`config.mk`:
```
export PLATFORM = sky130hd
export DESIGN_NAME = dac_stream_ctrl_flat
export DESIGN_NICKNAME = d
export VERILOG_FILES = /design/src/rtl/dac_stream_ctrl_pkg.sv /design/src/rtl/dac_stream_ctrl_if.sv /design/src/rtl/dac_stream_ctrl_fifo.sv /design/src/rtl/dac_stream_ctrl.sv /design/src/flat_wrapper.sv
export SDC_FILE = /design/constraint.sdc
export NUM_CORES = 1
export LEC_CHECK = 0
export ABC_AREA = 0
export ABC_CLOCK_PERIOD_IN_PS = 3000
export BUFFER_PORTS_ARGS = -buffer_cell sky130_fd_sc_hd__buf_4
export CAP_MARGIN = 10
export CELL_PAD_IN_SITES_DETAIL_PLACEMENT = 1
export CELL_PAD_IN_SITES_GLOBAL_PLACEMENT = 1
export CORE_UTILIZATION = 45
export DETAILED_ROUTE_END_ITERATION = 8
export PLACE_DENSITY = 0.78
export SETUP_SLACK_MARGIN = 0.15
export SKIP_CTS_REPAIR_TIMING = 1
export SYNTH_ARGS = -nofsm -noshare
export SYNTH_HDL_FRONTEND = slang
export SYNTH_SLANG_ARGS = --single-unit
```
`constraint.sdc`:
```
create_clock -name clk -period 3 [get_ports clk]
set_input_delay 0.6 -clock clk [delete_from_list [all_inputs] [get_ports clk]]
set_output_delay 0.6 -clock clk [all_outputs]
set_load 0.05 [all_outputs]
```
`src/rtl/dac_stream_ctrl_pkg.sv`:
```
// rtl/dac_stream_ctrl_pkg.sv - shared FSM encoding and default widths for the DAC stream controller
//
// Contents:
//   DAC_DW_DEFAULT   default DAC sample width
//   FIFO_AW_DEFAULT  default sample FIFO address width (depth = 2**FIFO_AW)
//   dac_state_t      controller FSM state encoding

package dac_stream_ctrl_pkg;

    localparam int DAC_DW_DEFAULT  = 10;
    localparam int FIFO_AW_DEFAULT = 4;

    typedef enum logic [1:0] {
        ST_IDLE   = 2'd0,
        ST_WAIT   = 2'd1,
        ST_LOAD   = 2'd2,
        ST_SETTLE = 2'd3
    } dac_state_t;

endpackage

```
`src/rtl/dac_stream_ctrl_if.sv`:
```
// rtl/dac_stream_ctrl_if.sv - sample write port and DAC drive bundle
//
// Signals:
//   wr        sample write strobe (one sample per cycle)
//   wdata     sample to write
//   dac_data  code driven to the DAC
//   dac_load  one-cycle DAC latch strobe
//   dac_busy  conversion in progress (load or settle)
// Modports:
//   master  sample producer / DAC observer
//   slave   controller

interface dac_stream_ctrl_if
    import dac_stream_ctrl_pkg::*;
#(
    parameter int DW = DAC_DW_DEFAULT
);

    logic          wr;
    logic [DW-1:0] wdata;
    logic [DW-1:0] dac_data;
    logic          dac_load;
    logic          dac_busy;

    modport master (
        output wr,
        output wdata,
        input  dac_data,
        input  dac_load,
        input  dac_busy
    );

    modport slave (
        input  wr,
        input  wdata,
        output dac_data,
        output dac_load,
        output dac_busy
    );

endinterface

```
`src/rtl/dac_stream_ctrl_fifo.sv`:
```
// rtl/dac_stream_ctrl_fifo.sv - synchronous sample FIFO with first-word fall-through read
//
// Ports:
//   clk, rst_n  clock, asynchronous active-low reset (flushes pointers and level)
//   wr, w_data  write strobe and data; ignored when full, even if a read happens too
//   rd, r_data  read strobe; r_data always shows the head entry
//   empty, full status
//   level       occupancy 0..2**AW

module dac_fifo
    import dac_stream_ctrl_pkg::*;
#(
    parameter int DW = DAC_DW_DEFAULT,
    parameter int AW = FIFO_AW_DEFAULT
) (
    input  logic          clk,
    input  logic          rst_n,
    input  logic          wr,
    input  logic [DW-1:0] w_data,
    input  logic          rd,
    output logic [DW-1:0] r_data,
    output logic          empty,
    output logic          full,
    output logic [AW:0]   level
);

    localparam int DEPTH = 1 << AW;

    logic [DW-1:0] mem [DEPTH];
    logic [AW-1:0] wr_ptr;
    logic [AW-1:0] rd_ptr;
    logic [AW:0]   level_q;
    logic          do_wr;
    logic          do_rd;

    // Level never exceeds DEPTH, so its MSB alone marks the exact full point.
    assign full   = level_q[AW];
    assign empty  = (level_q == '0);
    assign level  = level_q;
    assign r_data = mem[rd_ptr];

    // Full check uses the registered level: a pop in the same cycle does not
    // make room for the write.
    assign do_wr = wr && !full;
    assign do_rd = rd && !empty;

    always_ff @(posedge clk or negedge rst_n) begin
        if (!rst_n) begin
            wr_ptr  <= '0;
            rd_ptr  <= '0;
            level_q <= '0;
        end else begin
            if (do_wr) begin
                wr_ptr <= wr_ptr + AW'(1);
            end
            if (do_rd) begin
                rd_ptr <= rd_ptr + AW'(1);
            end
            case ({do_wr, do_rd})
                2'b10:   level_q <= level_q + (AW+1)'(1);
                2'b01:   level_q <= level_q - (AW+1)'(1);
                default: level_q <= level_q;
            endcase
        end
    end

    // Storage is not reset; the pointers define what is valid.
    always_ff @(posedge clk) begin
        if (do_wr) begin
            mem[wr_ptr] <= w_data;
        end
    end

endmodule

```
`src/rtl/dac_stream_ctrl.sv`:
```
// rtl/dac_stream_ctrl.sv - paced DAC sample streamer: prescaler, rate counter, FIFO and load/settle FSM
//
// Ports:
//   clk, rst_n      clock, asynchronous active-low reset
//   en              enable; low stops counters and returns the FSM to IDLE
//   clkdiv          prescaler match (tick every clkdiv+1 cycles)
//   rate            sample period in ticks minus one
//   settle          settle cycles after each load
//   fifo_threshold  refill threshold for fifo_below
//   clr_underrun    clears the sticky underrun flag (a simultaneous set wins)
//   underrun        sticky: a sample was due with the FIFO empty
//   fifo_full, fifo_empty, fifo_level, fifo_below  FIFO status
//   bus             sample write port and DAC outputs (slave side)

module dac_stream_ctrl
    import dac_stream_ctrl_pkg::*;
#(
    parameter int DW      = DAC_DW_DEFAULT,
    parameter int FIFO_AW = FIFO_AW_DEFAULT
) (
    input  logic               clk,
    input  logic               rst_n,
    input  logic               en,
    input  logic [7:0]         clkdiv,
    input  logic [7:0]         rate,
    input  logic [3:0]         settle,
    input  logic [FIFO_AW-1:0] fifo_threshold,
    input  logic               clr_underrun,
    output logic               underrun,
    output logic               fifo_full,
    output logic               fifo_empty,
    output logic [FIFO_AW:0]   fifo_level,
    output logic               fifo_below,
    dac_stream_ctrl_if.slave   bus
);

    dac_state_t    state_q;
    dac_state_t    state_d;

    logic [7:0]    presc_q;
    logic [7:0]    rate_q;
    logic          sample_req_q;
    logic          tick;
    logic          rate_hit;

    logic [3:0]    scnt_q;
    logic          settle_done;

    logic          pop;
    logic          underrun_set;
    logic          dac_load;
    logic          dac_busy;
    logic [DW-1:0] dac_data_q;
    logic          underrun_q;
    logic [DW-1:0] fifo_rdata;

    // ------------------------------------------------------------------
    // Sample FIFO
    // ------------------------------------------------------------------
    dac_fifo #(
        .DW (DW),
        .AW (FIFO_AW)
    ) u_fifo (
        .clk    (clk),
        .rst_n  (rst_n),
        .wr     (bus.wr),
        .w_data (bus.wdata),
        .rd     (pop),
        .r_data (fifo_rdata),
        .empty  (fifo_empty),
        .full   (fifo_full),
        .level  (fifo_level)
    );

    assign fifo_below = (fifo_level < {1'b0, fifo_threshold});

    // ------------------------------------------------------------------
    // Prescaler and rate counter
    // ------------------------------------------------------------------
    assign tick     = en && (presc_q == clkdiv);
    assign rate_hit = tick && (rate_q == rate);

    // sample_req is registered, so the first request lands exactly
    // (clkdiv+1)*(rate+1) cycles after en rises.
    always_ff @(posedge clk or negedge rst_n) begin
        if (!rst_n) begin
            presc_q      <= '0;
            rate_q       <= '0;
            sample_req_q <= 1'b0;
        end else if (!en) begin
            presc_q      <= '0;
            rate_q       <= '0;
            sample_req_q <= 1'b0;
        end else begin
            presc_q      <= tick ? 8'd0 : presc_q + 8'd1;
            if (tick) begin
                rate_q <= rate_hit ? 8'd0 : rate_q + 8'd1;
            end
            sample_req_q <= rate_hit;
        end
    end

    // ------------------------------------------------------------------
    // Settle counter: counts cycles spent in SETTLE, zero elsewhere
    // ------------------------------------------------------------------
    always_ff @(posedge clk or negedge rst_n) begin
        if (!rst_n) begin
            scnt_q <= '0;
        end else if (en && (state_q == ST_SETTLE)) begin
            scnt_q <= scnt_q + 4'd1;
        end else begin
            scnt_q <= '0;
        end
    end

    // The comparison is >= so a settle value lowered mid-settle still exits.
    assign settle_done = ({1'b0, scnt_q} + 5'd1) >= {1'b0, settle};

    // ------------------------------------------------------------------
    // FSM: state register
    // ------------------------------------------------------------------
    always_ff @(posedge clk or negedge rst_n) begin
        if (!rst_n) begin
            state_q <= ST_IDLE;
        end else begin
            state_q <= state_d;
        end
    end

    // ------------------------------------------------------------------
    // FSM: next state
    // ------------------------------------------------------------------
    always_comb begin
        state_d = state_q;
        if (!en) begin
            state_d = ST_IDLE;
        end else begin
            case (state_q)
                ST_IDLE:   state_d = ST_WAIT;
                ST_WAIT:   if (sample_req_q && !fifo_empty) state_d = ST_LOAD;
                ST_LOAD:   state_d = (settle == 4'd0) ? ST_WAIT : ST_SETTLE;
                ST_SETTLE: if (settle_done) state_d = ST_WAIT;
                default:   state_d = ST_IDLE;
            endcase
        end
    end

    // ------------------------------------------------------------------
    // FSM: outputs
    // Requests seen outside WAIT are simply ignored, so overlapping
    // requests during LOAD/SETTLE are dropped without flagging underrun.
    // ------------------------------------------------------------------
    always_comb begin
        pop          = 1'b0;
        underrun_set = 1'b0;
        dac_load     = 1'b0;
        dac_busy     = 1'b0;
        case (state_q)
            ST_WAIT: begin
                if (en && sample_req_q) begin
                    if (!fifo_empty) begin
                        pop = 1'b1;
                    end else begin
                        underrun_set = 1'b1;
                    end
                end
            end
            ST_LOAD: begin
                dac_load = 1'b1;
                dac_busy = 1'b1;
            end
            ST_SETTLE: begin
                dac_busy = 1'b1;
            end
            default: begin
                pop = 1'b0;
            end
        endcase
    end

    // ------------------------------------------------------------------
    // DAC code register and sticky underrun flag
    // ------------------------------------------------------------------
    always_ff @(posedge clk or negedge rst_n) begin
        if (!rst_n) begin
            dac_data_q <= '0;
        end else if (pop) begin
            dac_data_q <= fifo_rdata;
        end
    end

    always_ff @(posedge clk or negedge rst_n) begin
        if (!rst_n) begin
            underrun_q <= 1'b0;
        end else if (underrun_set) begin
            underrun_q <= 1'b1;
        end else if (clr_underrun) begin
            underrun_q <= 1'b0;
        end
    end

    assign underrun     = underrun_q;
    assign bus.dac_data = dac_data_q;
    assign bus.dac_load = dac_load;
    assign bus.dac_busy = dac_busy;

endmodule
```
`src/flat_wrapper.sv`:
```
// flat-port wrapper written by rule: the top's interface ports become plain ports
module dac_stream_ctrl_flat import dac_stream_ctrl_pkg::*;
#(
    parameter int DW      = DAC_DW_DEFAULT,
    parameter int FIFO_AW = FIFO_AW_DEFAULT
)
  (clk, rst_n, en, clkdiv, rate, settle, fifo_threshold, clr_underrun, underrun, fifo_full, fifo_empty, fifo_level, fifo_below, bus_wr, bus_wdata, bus_dac_data, bus_dac_load, bus_dac_busy);
  dac_stream_ctrl_if #(.DW(DW)) bus_i ();
  input  logic clk;
  input  logic rst_n;
  input  logic en;
  input  logic [7:0] clkdiv;
  input  logic [7:0] rate;
  input  logic [3:0] settle;
  input  logic [FIFO_AW-1:0] fifo_threshold;
  input  logic clr_underrun;
  output logic underrun;
  output logic fifo_full;
  output logic fifo_empty;
  output logic [FIFO_AW:0] fifo_level;
  output logic fifo_below;
  input wire logic [$bits(bus_i.wr)-1:0] bus_wr;
  input wire logic [$bits(bus_i.wdata)-1:0] bus_wdata;
  output wire logic [$bits(bus_i.dac_data)-1:0] bus_dac_data;
  output wire logic [$bits(bus_i.dac_load)-1:0] bus_dac_load;
  output wire logic [$bits(bus_i.dac_busy)-1:0] bus_dac_busy;
  assign bus_i.wr = bus_wr;
  assign bus_i.wdata = bus_wdata;
  assign bus_dac_data = bus_i.dac_data;
  assign bus_dac_load = bus_i.dac_load;
  assign bus_dac_busy = bus_i.dac_busy;
  dac_stream_ctrl #(.DW(DW), .FIFO_AW(FIFO_AW)) u_core (.clk(clk), .rst_n(rst_n), .en(en), .clkdiv(clkdiv), .rate(rate), .settle(settle), .fifo_threshold(fifo_threshold), .clr_underrun(clr_underrun), .underrun(underrun), .fifo_full(fifo_full), .fifo_empty(fifo_empty), .fifo_level(fifo_level), .fifo_below(fifo_below), .bus(bus_i));
endmodule
```
=== After elaboration in Yosys (flattened, before gate mapping) ===
Memory sizes are Yosys's and may differ from the RTL's. A register that Yosys moved wholly into a read port is not among the register bits.
Cells that the tools add are included.
W data, S select, Z words.

* Flip-flop bits (word level): 37
* Latch bits: 0
* Memory bits (writable): 160
* Memory bits (read-only): 0
* Input bits: 39
* Output and inout bits: 21
* Memories: 1

* Add/subtract/negate cells: 8
* Multiply operators: 0
* Divide/modulo/power cells: 0
* Magnitude comparators: 2
* Equal/unequal tests: 10
* Shift operators: 0
* Multiplexer cells: 25
* Bitwise gates (word level): 0
* Reductions and logical operators: 17

{| class="wikitable"
|+ Memories
! name !! words !! width !! read ports !! clocked after Yosys merged registers in !! wr ports !! RTL line !! RTL
|-
| u_core.u_fifo.mem || 16 || 10 || 1 || 1 || 1 || dac_stream_ctrl_fifo.sv:29 || <nowiki>logic [DW-1:0] mem [DEPTH];</nowiki>
|}

{| class="wikitable"
|+ Operators with widths
! cell !! number
|-
| $mux W8 || 5
|-
| $add A8 B1 Y8 const B || 2
|-
| $eq A8 B8 Y1 || 2
|-
| $mux W1 || 13
|-
| $add A4 B1 Y4 const B || 3
|-
| $pmux W5 S2 || 1
|-
| $mux W2 || 4
|-
| $pmux W2 S4 || 1
|-
| $logic_and A1 B1 Y1 || 7
|-
| $eq A2 B2 Y1 const B || 3
|-
| $ne A3 B2 Y1 const B || 2
|-
| $add A4 B1 Y5 const B || 1
|-
| $add A5 B1 Y5 const B || 1
|-
| $ge A5 B4 Y1 || 1
|-
| $logic_not A5 Y1 || 1
|-
| $lt A5 B4 Y1 || 1
|-
| $sub A5 B1 Y5 const B || 1
|-
| $eq A2 B1 Y1 const B || 2
|-
| $logic_not A4 Y1 || 1
|-
| $mux W4 || 1
|-
| $reduce_bool A2 Y1 || 2
|-
| $logic_not A1 Y1 || 3
|-
| $logic_not A2 Y1 || 1
|-
| $ne A2 B1 Y1 const B || 1
|-
| other kinds (2) || 2
|}

=== Depth between registers and ports, before layout ===
* Word-level depth: 7
* Gate-level depth with buffers: 14
* Mapped depth without buffers: 12

=== By module ===
A second synthesis with hierarchy kept.

* Cells, all modules: 595
* Area total of the unflattened synthesis: 8913.5 sq um

{| class="wikitable"
|+ By module, submodules not included
! module !! instances !! cells an instance !! area each (sq um) !! sequential area each (sq um)
|-
| dac_fifo || 1 || 386 || 6970.4 || 5129.9
|-
| dac_stream_ctrl || 1 || 209 || 1943.1 || 850.8
|}

=== Worst setup path before layout ===
OpenSTA, ideal clock, no wires.

* Kind: flip-flop to flip-flop
* From: reg u_core.u_fifo.level_q[0], in the netlist u_core.u_fifo.level[0]
* To: reg u_core.u_fifo.level_q[4], in the netlist u_core.u_fifo.level[4]
* Arrival time: 3.164 ns
* Setup slack: -0.308 ns
* Cell stages (with the launch flop): 12
* Path buffers: 2
* Period minus slack after synthesis: 3.308 ns
* Path through: dfrtp_1 or4_4 o21ba_1 buf_6 buf_4 ha_1 ha_1 nor2b_1 o21ai_0 a21oi_1 or3b_2 xnor2_1

* Word-level cells in the longest chain between the ends: 7
* Elaborated cells between the ends (all ways): 12
* Classes of those cells: add/sub (2); eq/ne (2); mux (4); reduce/logical (4)

{| class="wikitable"
|+ Ends and longest elaborated chain
! what !! RTL line !! RTL
|-
| start, declared || dac_stream_ctrl_fifo.sv:32 || <nowiki>logic [AW:0] level_q;</nowiki>
|-
| start signal, assigned || dac_stream_ctrl_fifo.sv:60 || <nowiki>2'b10: level_q <= level_q + (AW+1)'(1);</nowiki>
|-
| start signal, assigned || dac_stream_ctrl_fifo.sv:61 || <nowiki>2'b01: level_q <= level_q - (AW+1)'(1);</nowiki>
|-
| start signal, assigned || dac_stream_ctrl_fifo.sv:62 || <nowiki>default: level_q <= level_q;</nowiki>
|-
| $logic_not A5 Y1 * || dac_stream_ctrl_fifo.sv:38 || <nowiki>assign empty = (level_q == '0);</nowiki>
|-
| $mux W1 || dac_stream_ctrl.sv:161 || <nowiki>if (!fifo_empty) begin</nowiki>
|-
| $mux W1 || dac_stream_ctrl.sv:160 || <nowiki>if (en && sample_req_q) begin</nowiki>
|-
| $mux W1 || dac_stream_ctrl.sv:158 || <nowiki>case (state_q)</nowiki>
|-
| $logic_and A1 B1 Y1 * || dac_stream_ctrl_fifo.sv:45 || <nowiki>assign do_rd = rd && !empty;</nowiki>
|-
| via u_core.u_fifo.do_rd || dac_stream_ctrl_fifo.sv:34 || <nowiki>logic do_rd;</nowiki>
|-
| $eq A2 B1 Y1 / $eq A2 B2 Y1 (equally long branches) || dac_stream_ctrl_fifo.sv:59 || <nowiki>case ({do_wr, do_rd})</nowiki>
|-
| $pmux W5 S2 / $reduce_bool A2 Y1 (equally long branches) || n/a ||
|}

The timed path passes the listed nets; every way through them passes the cells marked *.
A chain may end at the register's enable or synchronous reset.

=== Worst setup path in the final report ===
* From: reg u_core.u_fifo.level_q[1], in the netlist u_core.u_fifo.level[1]
* To: out fifo_below

* Word-level cells in the longest chain between the ends: 1

{| class="wikitable"
|+ Ends and longest elaborated chain
! what !! RTL line !! RTL
|-
| $lt A5 B4 Y1 || dac_stream_ctrl.sv:75 || <nowiki>assign fifo_below = (fifo_level < {1'b0, fifo_threshold});</nowiki>
|-
| end, declared || flat_wrapper.sv:21 || <nowiki>output logic fifo_below;</nowiki>
|}

No other way between the ends.

==> results.md <==
* Final Wtd Congestion at 0.779
* DRT iter0 DRCs at 270
* Outcome: finished, final reports clean
* H-tree levels at 1
* Net Count, Synth at 592
* Seq cells post-synth at 207
* Initial antenna violation count at 0
* Xor-xnor portion of the synthesized cell area at 3.37%
* Critical-path maximum fanout at 8
* Mux share of post-synthesis cell area at 11.7%
* Seq pwr share at 47.6%
* Worst VDD drop at 420 uV
* First-pass iteration count of the detailed router at 4
* Largest area contributor in the netlist: edfxtp_1
* Core ar. at 0.0190 mm2
* CP Class: reg -> out
* GRT Overall Usage at 20.4%
* Count leader, synth: edfxtp_1
* Post-synthesis adder-cell area fraction at 3.34%
* Ys Warns at 0
* Sw Ratio at 27.3%
* Area growth syn-to-layout at 16.9%
* Final setup TNS at 0 ps
* Congestion Overflow GR at 0
* Crit path required time at 2400 ps
* Min cycle time layout at 2780 ps
* EDFF count, synth at 160
* Worst clock skew at 20.8 ps
* Max Buffers Root-to-Sink at 3
* Psw at 2020 uW
* DR DRC count at 0
* CTS tree: built
* Total die area at 0.0202 mm2
* Final ANT Viol Nets at 0
* Yosys cell types at 47
* Global-route wire length before repair at 31.0 mm
* Vias per cell at 5.57
* RSZ-0062 raised after global routing: true
* Row cnt at 50
* Vias in the first global route at 5496
* Slew HR at 25.2%
* Crit path largest cell delay at 470 ps
* Worst min path class: in -> async
* # IOs at 60
* Fmax at 0.360 GHz
* Critical path's top delay family: compound AO/OA/AOI/OAI gates
* Clock transition at the registers of the reported paths at 60 ps
* Critical Path End Type: output port
* Final Max Slew Viols at 0
* CP arrival at 2180 ps
* Worst reg-to-reg path cell count at 10
* Setup violations, final at 0
* Worst path cell trace: ha_1 -> a21boi_0 -> o21ai_1 -> nand2b_1 -> a211oi_2 -> buf_6
* Leak at 0.00375 uW
* Setup crit start kind: register
* Commonest cells post-synth: edfxtp_1 (160), dfrtp_1 (47), mux4_2 (40)
* WL per Instance at 22.2 um
* Slowest stage cell, crit path: dfrtp_2
* Sink Count at 207
* Initial core utilization at 46.7%
* Async S/R FF share, synth at 22.7%
* Fin. Hold Viols at 0
* Nets@finish at 663
* P_int at 5370 uW
* Simple-gate share of the synthesized area at 7.24%
* Final WL at 19.5 mm
* CTS Buf Count at 23
* Layout cells sized above 1 at 27.8%
* Area of the mapped netlist at 0.00885 mm2
* Compound-cell area share of the yosys netlist at 4.40%
* Largest family of logic cells by synthesized area: multiplexers
* Insertion delay to the later sink of the worst-skew pair at 520 ps
* CP Depth at 6
* Pwr/cell area at 715 mW/mm2
* Antenna cells at 0
* Mapped Cells at 530
* Root buffer cell: clkbuf_16
* Top cell type's share of synthesized area at 54.3%
* Final HPWL DP at 12.9 mm
* Post-synthesis sequential area ratio at 67.6%
* Final period util at 92.6%
* Die Y at 142 um
* Comb pwr share at 15.7%
* CP Buf/Inv Count at 1
* Die width at 142 um
* Largest net degree at the start of global routing at 48
* Port bufs at 59
* Max Cap Violations at 0
* Clk pwr share at 36.8%
* Top_reg_cell synth: edfxtp_1
* Worst Max-Slew Pin Slew at 1120 ps
* Average size of a mapped cell at 16.7 um2
* Via Count at 4892
* Area contributors post-synth: edfxtp_1 (54%), dfrtp_1 (13%), mux4_2 (10%)
* Final Util at 54.6%
==> power groups by stage <==
stage / Clock [uW] / Sequential, uW / Combinational, uW
finish: 2720 / 3520 / 1160
global route: 2850 / 3540 / 1250
CTS: 2760 / 3510 / 1150
detailed placement: 0 / 3560 / 1130
global placement: 0 / 3530 / 1070
floorplan: 0 / 3630 / 614
==> flip-flops by register name (all words and copies together), names as in the netlist, 2 cells and up <==
name and flops:
u_core.bus.dac_data 10, u_core.presc_q 8, u_core.rate_q 8, u_core.scnt_q 4, u_core.state_q 2, u_core.u_fifo.level 5
u_core.u_fifo.mem 160, u_core.u_fifo.rd_ptr 4, u_core.u_fifo.wr_ptr 4
==> through the flow <==
stage | power, uW | hold WS, ps | std cells | worst slack (ps) | area, um2
2_1_floorplan | 4240 | 304 | 530 | -146 | 8860
3_3_place_gp | 4600 | 491 | 836 | 211 | 9570
3_5_place_dp | 4700 | 500 | 836 | 81.8 | 9570
4_1_cts | 7420 | 129 | 878 | 69.0 | 10300
5_1_grt | 7640 | 157 | 878 | 119 | 10300
6_report | 7390 | 123 | 878 | 223 | 10300
==> kinds of logic after synthesis <==
logic type	after synthesis
mux	52
compound gates	60
buf+inv	40
xor+xnor	34
flops	207
fa+ha+maj	23
simple gates	114
==> final timing paths <==
path,startpoint,endpoint,slack (ps)
worst max-delay path,u_core.u_fifo.level[1]$_DFFE_PN0P_,fifo_below,220
worst min-delay path,rst_n,u_core.u_fifo.level[3]$_DFFE_PN0P_,120
worst max register to register,u_core.u_fifo.level[0]$_DFFE_PN0P_,u_core.u_fifo.level[4]$_DFFE_PN0P_,240
worst min register to register,u_core.scnt_q[0]$_DFF_PN0_,u_core.scnt_q[0]$_DFF_PN0_,510
max in group asynchronous,rst_n,u_core.u_fifo.level[1]$_DFFE_PN0P_,2420
min in group clk,clr_underrun,u_core.underrun$_DFFE_PN0P_,280
==> cell usage in the layout, fill, tap and decap left out, types with 11 or more instances in the layout <==
cell	Yosys	routed
mux4_2	40	40
ha_1	22	19
inv_1	17	17
a21oi_1	13	13
mux2_2	11	11
nand2_1	25	25
buf_4	3	67
clkbuf_16	0	23
xor2_1	14	14
o22ai_1	12	12
xnor2_1	20	19
nor2b_1	15	15
nor2_1	16	16
a211oi_1	12	11
dfrtp_1	47	41
and2_1	16	16
edfxtp_1	160	160
==> layer usage <==
layer / GRT usage, % / part of all wire [%] / routed length (um)
met4: 6.96 / 2.3 / 456
met3: 2.93 / 3.6 / 706
met1: 25.3 / 42 / 8080
met5: 0 / 0 / 0
met2: 36.5 / 52 / 10200
==> worst register-to-register path: cells and delay by family, from the launching register on <==
kind                       cells  cell delay (ps)
AOI/OAI and AO/OA              3              550
and+or+nand+nor                3             1010
DFF                            1              440
buffers and inverters          1              110
adders and majority gates      2              400
xor gates and xnor gates       1              140
==> cell type report <==
class                      instances  area [um2]
clock buffer                      25         583
clock inverter                    17         149
fill                            1779        8610
inverter                          17        63.8
multi-input combinational        283        2700
sequential                       207        5990
tap                              260         325
timing repair buffer              69         534
Note: power is estimated with default switching activity, not from simulation.
